===== src/rtl/mux_arb_nx1_pkg.sv =====
// Shared arbitration constants for the N-to-1 selector family.
package mux_arb_nx1_pkg;

    localparam int unsigned MUX_MODE_FIXED = 0;
    localparam int unsigned MUX_MODE_RR    = 1;

endpackage


===== src/rtl/rr_grant_nx1.sv =====
// Combinational one-hot grant: fixed priority from channel 0, or round-robin
// starting just after rr_ptr and wrapping modulo N_IN.
module rr_grant_nx1 #(
    parameter int unsigned N_IN  = 4,
    parameter int unsigned SEL_W = $clog2(N_IN)
) (
    input  logic [N_IN-1:0]  req,
    input  logic [SEL_W-1:0] rr_ptr,
    input  logic             rr_mode,
    output logic [N_IN-1:0]  grant_c
);

    int unsigned base;
    int unsigned idx;
    logic        found;

    // rr_ptr <= N_IN-1, so base + i stays below 2*N_IN and one subtract wraps it
    always_comb begin
        grant_c = '0;
        found   = 1'b0;
        idx     = 0;
        base    = rr_mode ? (32'(rr_ptr) + 32'd1) : 32'd0;
        for (int unsigned i = 0; i < N_IN; i++) begin
            idx = base + i;
            if (idx >= N_IN) begin
                idx = idx - N_IN;
            end
            if (!found && req[SEL_W'(idx)]) begin
                grant_c[SEL_W'(idx)] = 1'b1;
                found                = 1'b1;
            end
        end
    end

endmodule


===== src/rtl/mux_arb_nx1.sv =====
// N-to-1 arbitrated data selector with a registered valid/ready output stage
// and an explicit channel-select override.
module mux_arb_nx1
    import mux_arb_nx1_pkg::*;
#(
    parameter int unsigned WIDTH = 32,
    parameter int unsigned N_IN  = 4,
    parameter int unsigned MODE  = MUX_MODE_RR,
    parameter int unsigned SEL_W = $clog2(N_IN)
) (
    input  logic                  clk,
    input  logic                  rst,
    input  logic [N_IN*WIDTH-1:0] in_data,
    input  logic [N_IN-1:0]       in_valid,
    output logic [N_IN-1:0]       in_ready,
    input  logic                  sel_force_en,
    input  logic [SEL_W-1:0]      sel_force,
    output logic [WIDTH-1:0]      out_data,
    output logic [SEL_W-1:0]      out_sel,
    output logic                  out_valid,
    input  logic                  out_ready
);

    localparam logic RR_EN = (MODE == MUX_MODE_RR);

    logic [N_IN-1:0]  grant_c;
    logic [SEL_W-1:0] g_c;
    logic             g_valid_c;
    logic [WIDTH-1:0] g_data_c;
    logic             space_c;
    logic             xfer_c;

    logic [WIDTH-1:0] out_data_q,  out_data_d;
    logic [SEL_W-1:0] out_sel_q,   out_sel_d;
    logic             out_valid_q, out_valid_d;
    logic [SEL_W-1:0] rr_ptr_q,    rr_ptr_d;

    rr_grant_nx1 #(
        .N_IN  (N_IN),
        .SEL_W (SEL_W)
    ) u_grant (
        .req     (in_valid),
        .rr_ptr  (rr_ptr_q),
        .rr_mode (RR_EN),
        .grant_c (grant_c)
    );

    // Grant selection, handshake and next-state for the output register
    always_comb begin
        g_c         = '0;
        g_valid_c   = 1'b0;
        g_data_c    = '0;
        in_ready    = '0;
        out_data_d  = out_data_q;
        out_sel_d   = out_sel_q;
        out_valid_d = out_valid_q;
        rr_ptr_d    = rr_ptr_q;
        space_c     = !out_valid_q || out_ready;

        if (sel_force_en) begin
            // Out-of-range force index falls back to channel 0
            g_c = (32'(sel_force) >= N_IN) ? '0 : sel_force;
        end else begin
            for (int unsigned k = 0; k < N_IN; k++) begin
                if (grant_c[k]) begin
                    g_c = SEL_W'(k);
                end
            end
        end

        for (int unsigned k = 0; k < N_IN; k++) begin
            if (g_c == SEL_W'(k)) begin
                g_valid_c = in_valid[k];
                g_data_c  = in_data[k*WIDTH +: WIDTH];
            end
        end

        xfer_c = space_c && g_valid_c;
        for (int unsigned k = 0; k < N_IN; k++) begin
            in_ready[k] = xfer_c && (g_c == SEL_W'(k));
        end

        if (xfer_c) begin
            out_data_d  = g_data_c;
            out_sel_d   = g_c;
            out_valid_d = 1'b1;
            if (RR_EN) begin
                rr_ptr_d = g_c;
            end
        end else if (out_ready) begin
            out_valid_d = 1'b0;
        end
    end

    always_ff @(posedge clk or negedge rst) begin
        if (!rst) begin
            out_data_q  <= '0;
            out_sel_q   <= '0;
            out_valid_q <= 1'b0;
            rr_ptr_q    <= SEL_W'(N_IN - 1);
        end else begin
            out_data_q  <= out_data_d;
            out_sel_q   <= out_sel_d;
            out_valid_q <= out_valid_d;
            rr_ptr_q    <= rr_ptr_d;
        end
    end

    assign out_data  = out_data_q;
    assign out_sel   = out_sel_q;
    assign out_valid = out_valid_q;

endmodule


===== config.mk =====
export PLATFORM = sky130hd
export DESIGN_NAME = mux_arb_nx1
export DESIGN_NICKNAME = d
export VERILOG_FILES = /design/src/rtl/mux_arb_nx1_pkg.sv /design/src/rtl/rr_grant_nx1.sv /design/src/rtl/mux_arb_nx1.sv
export SDC_FILE = /design/constraint.sdc
export NUM_CORES = 1
export LEC_CHECK = 0
export CORE_AREA = 2 2 103 105
export DETAILED_ROUTE_END_ITERATION = 10
export DIE_AREA = 0 0 105 107
export GPL_TIMING_DRIVEN = 1
export PLACE_DENSITY = 0.76
export SYNTH_ARGS = -nofsm -noshare
export SYNTH_HDL_FRONTEND = slang
export SYNTH_SLANG_ARGS = --single-unit

===== constraint.sdc =====
create_clock -name clk -period 4.25 [get_ports clk]
set_input_delay 0.6375 -clock clk [delete_from_list [all_inputs] [get_ports clk]]
set_output_delay 0.6375 -clock clk [all_outputs]
set_load 0.03 [all_outputs]

==> key figures <==
Floorplanning
  • Total core area: 10090 um^2
  • Top Ports: 177
  • Row count: 37
  • Die X: 105 um
  • Starting Density: 29.62%
  • Height of the die: 107 um
  • Die area: 11240 um^2

Global routing
  • Total GRT Usage: 15.43%
  • Largest net degree at the start of global routing: 38
  • Initial antenna violation count: 0
  • First-pass GRT wire length: 13820 um
  • Number of global-route vias before repair: 2886
  • Remaining Overflow, GRT: 0

Timing
  • Final min period: 4.100 ns
  • RSZ-0062 raised after global routing: false
  • Max Fclk: 243.9 MHz
  • Fin crit share: 96.46%
  • Slew @ Worst Pin: 0.8148 ns
  • Setup violators final: 0
  • Pins over their slew limit: 0
  • Rel. slew slack: 45.68%
  • Final worst slack: 0.1503 ns
  • Final hold vios: 0
  • Setup Skew: 0.01451 ns

Power and ir drop
  • Int Pwr: 1.914 mW
  • Final Power: 3.478 mW
  • Clock power frac: 7.1%
  • Switch Pwr: 1.564 mW
  • Worst VDD drop: 0.0003191 V
  • Comb pwr share: 74.3%
  • Switching share of total power: 44.97%
  • Leakage power: 2.230 nW
  • Sequential share of power: 18.5%
  • PwrDens: 695.8 nW/um^2

Routing
  • DR iter-0 viols: 88
  • DR DRC count: 0
  • WL met1: 3319 um
  • Post-Route WL: 8869 um
  • Met2 wire len: 4773 um
  • Detail Route Antenna Nets: 0
  • Vias/cell: 4.762
  • Vias: 2724
  • Pre-Repair DR Iteration Count: 4
  • Max Used Layer: met4
  • Routed met3 length: 676 um
  • Post-DR wirelength/cell: 15.51 um

Clocking
  • Clk root buf: clkbuf_8
  • Clk slew on worst S/H paths: 0.08 ns
  • Bufs on Longest Clock Path: 2
  • Clk_lat worst skew: 0.28 ns
  • CTS Buf Count: 5
  • Setup Buffers After CTS: 0
  • Cts hold-fix bufs: 0
  • Htree depth: 2
  • Post-CTS sizing: 0
  • CTS tree: done
  • Clock sinks: 37

Outcome
  • Outcome: finished, final reports clean

Logic synthesis
  • Post-synth EDFFs: 0
  • Post-synth top cells: mux2i_1, dfrtp_1, mux2_1, mux2_2, buf_2
  • Count of state elements after synthesis: 37
  • Syn_area_per_cell: 11.15 um^2
  • Ys async rst share: 100.0%
  • Most common cell in the netlist: mux2i_1
  • Ranking of synthesized cells by area: mux2i_1, dfrtp_1, mux2_1
  • Dominant cell type by area after synthesis: mux2i_1
  • Ys flop type: dfrtp_1
  • Net count after synthesis: 413
  • Top-area cell type share of the netlist area: 34.83%
  • Unique masters post-synth: 43
  • Cell area after synthesis: 2989 um^2
  • Sequential element share of the synthesized area: 31.06%
  • Syn. warnings: 0
  • Syn Inst Count: 268

Critical path
  • CP top delay family: compound AO/OA/AOI/OAI gates
  • Buf+Inv Stages, Crit Path: 2
  • CP Capture Type: output pin
  • CP arrival: 3.46 ns
  • Worst reg-to-reg setup slack: 0.48 ns
  • Worst Path Required: 3.61 ns
  • Critical-path top delay cell: clkdlybuf4s50_1
  • Crit Path Max Fanout: 9
  • Critical Path, Cell by Cell: clkdlybuf4s50_1 -> mux2_4 -> nor4_2 -> o221ai_1 -> and3_1 -> a211oi_1 -> a211oi_4 -> a311oi_4 -> and3_4 -> buf_4
  • WS Path Type: input port to output pin
  • Crit path launch type: input port
  • Worst path max stage delay: 0.56 ns

Layout
  • Non-filler instance count after layout: 572
  • Number of fill cells in the layout: 967
  • Area of the multi-input gates: 1971 um^2
  • Register area: 928.4 um^2
  • Area grow syn2layout: 67.22%
  • Number of diodes: 0
  • Nets@finish: 581
  • Share of cells above drive strength 1: 9.633%

Placement
  • Dpl cells: 565
  • Setup WS pre-CTS: 0.1593 ns
  • Final Wtd Congestion: 0.8922
  • I/O Buffers: 176
  • Final HPWL DP: 7152 um

Worst hold path
  • HP Class: input port to asynchronous set/reset pin

Run
  • Max_cap viols: 0
## power by group through the flow
stage | registers, mW | clock network [mW] | logic [mW]
floorplan | 0.988 | 0 | 1.45
global placement | 0.642 | 0 | 2.55
detailed placement | 0.648 | 0 | 2.58
CTS | 0.647 | 0.261 | 2.58
global route | 0.669 | 0.272 | 2.78
finish | 0.645 | 0.248 | 2.59
## state kept, by name, summed over array words and instances (netlist names)
signal / count
out_valid: 1
out_sel: 2
out_data: 32
rr_ptr_q: 2
## routing by layer
metal | global-route usage [%] | up-vias
met1 | 16.68 | 1279
met3 | 4.863 | 8
met5 | 0 | -
met4 | 4.095 | 0
li1 | - | 1332
met2 | 28.99 | 105
## path summary, 6_finish.rpt
kind / startpoint / to / depth (start not counted)
worst min-delay path: rst / out_data[31]$_DFFE_PN0P_ / 1
worst max register to register: rr_ptr_q[0]$_DFFE_PN1P_ / out_data[21]$_DFFE_PN0P_ / 11
worst max-delay path: in_valid[0] / in_ready[0] / 10
worst min register to register: out_data[16]$_DFFE_PN0P_ / out_data[16]$_DFFE_PN0P_ / 1
min in group clk: out_data[16]$_DFFE_PN0P_ / out_data[16]$_DFFE_PN0P_ / 1
max in group asynchronous: rst / out_sel[0]$_DFFE_PN0P_ / 1
## cell type report
cell class,count,share of cell area (%)
clock buffer,6,1.652
timing repair buffer,183,36.35
clock inverter,1,0.1502
inverter,6,0.4506
tap,136,3.404
multi-input combinational,203,39.42
sequential,37,18.57
## worst register-to-register path, cell delays in order, from the launching register on
cell	delay [ns]
dfstp_2	0.53
inv_1	0.16
ha_4	0.32
or3b_2	0.44
nand3_1	0.13
nand4_1	0.11
and4_1	0.30
a211oi_1	0.45
a211oi_4	0.08
a311oi_4	0.28
buf_4	0.47
mux2_2	0.41
## cell families after synthesis
logic type | after synthesis | share of synthesized area (%)
adders and majority gates | 7 | 2.930
AOI/OAI and AO/OA | 18 | 5.400
and+or+nand+nor | 38 | 7.451
muxes | 140 | 48.89
DFF | 37 | 31.06
buffers and inverters | 28 | 4.269
## layout by cell type, fill, tap and decap left out, types with 2 or more instances in the layout
cell type	Yosys	routed
clkbuf_8	0	6
nand3_1	4	4
nor2_1	3	3
nor3_1	5	4
inv_1	6	6
mux2_2	11	11
a21o_1	3	3
mux2i_1	104	104
buf_4	3	9
and4_1	2	2
nand3b_1	2	2
dfstp_2	2	2
nand4_1	3	3
nand2_1	7	7
ha_1	7	6
o22ai_1	2	2
clkdlybuf4s50_1	0	171
o221ai_1	2	2
dfrtp_1	35	35
and3_1	4	3
mux2_1	23	23
## per-stage QoR
stage | area, um^2 | utilization (%) | hold WS [ns] | setup TNS [ns]
after global placement | 4881 | 48.36 | 0.4668 | 0
after detailed placement | 4881 | 48.36 | 0.4737 | 0
after CTS | 4971 | 49.26 | 0.4787 | 0
after floorplan | 3000 | - | 0.3419 | -0.3058
final | 4999 | 49.53 | 0.4481 | 0
after global routing | 4999 | 49.53 | 0.5064 | 0
Note: power is estimated with default switching activity, not from simulation.
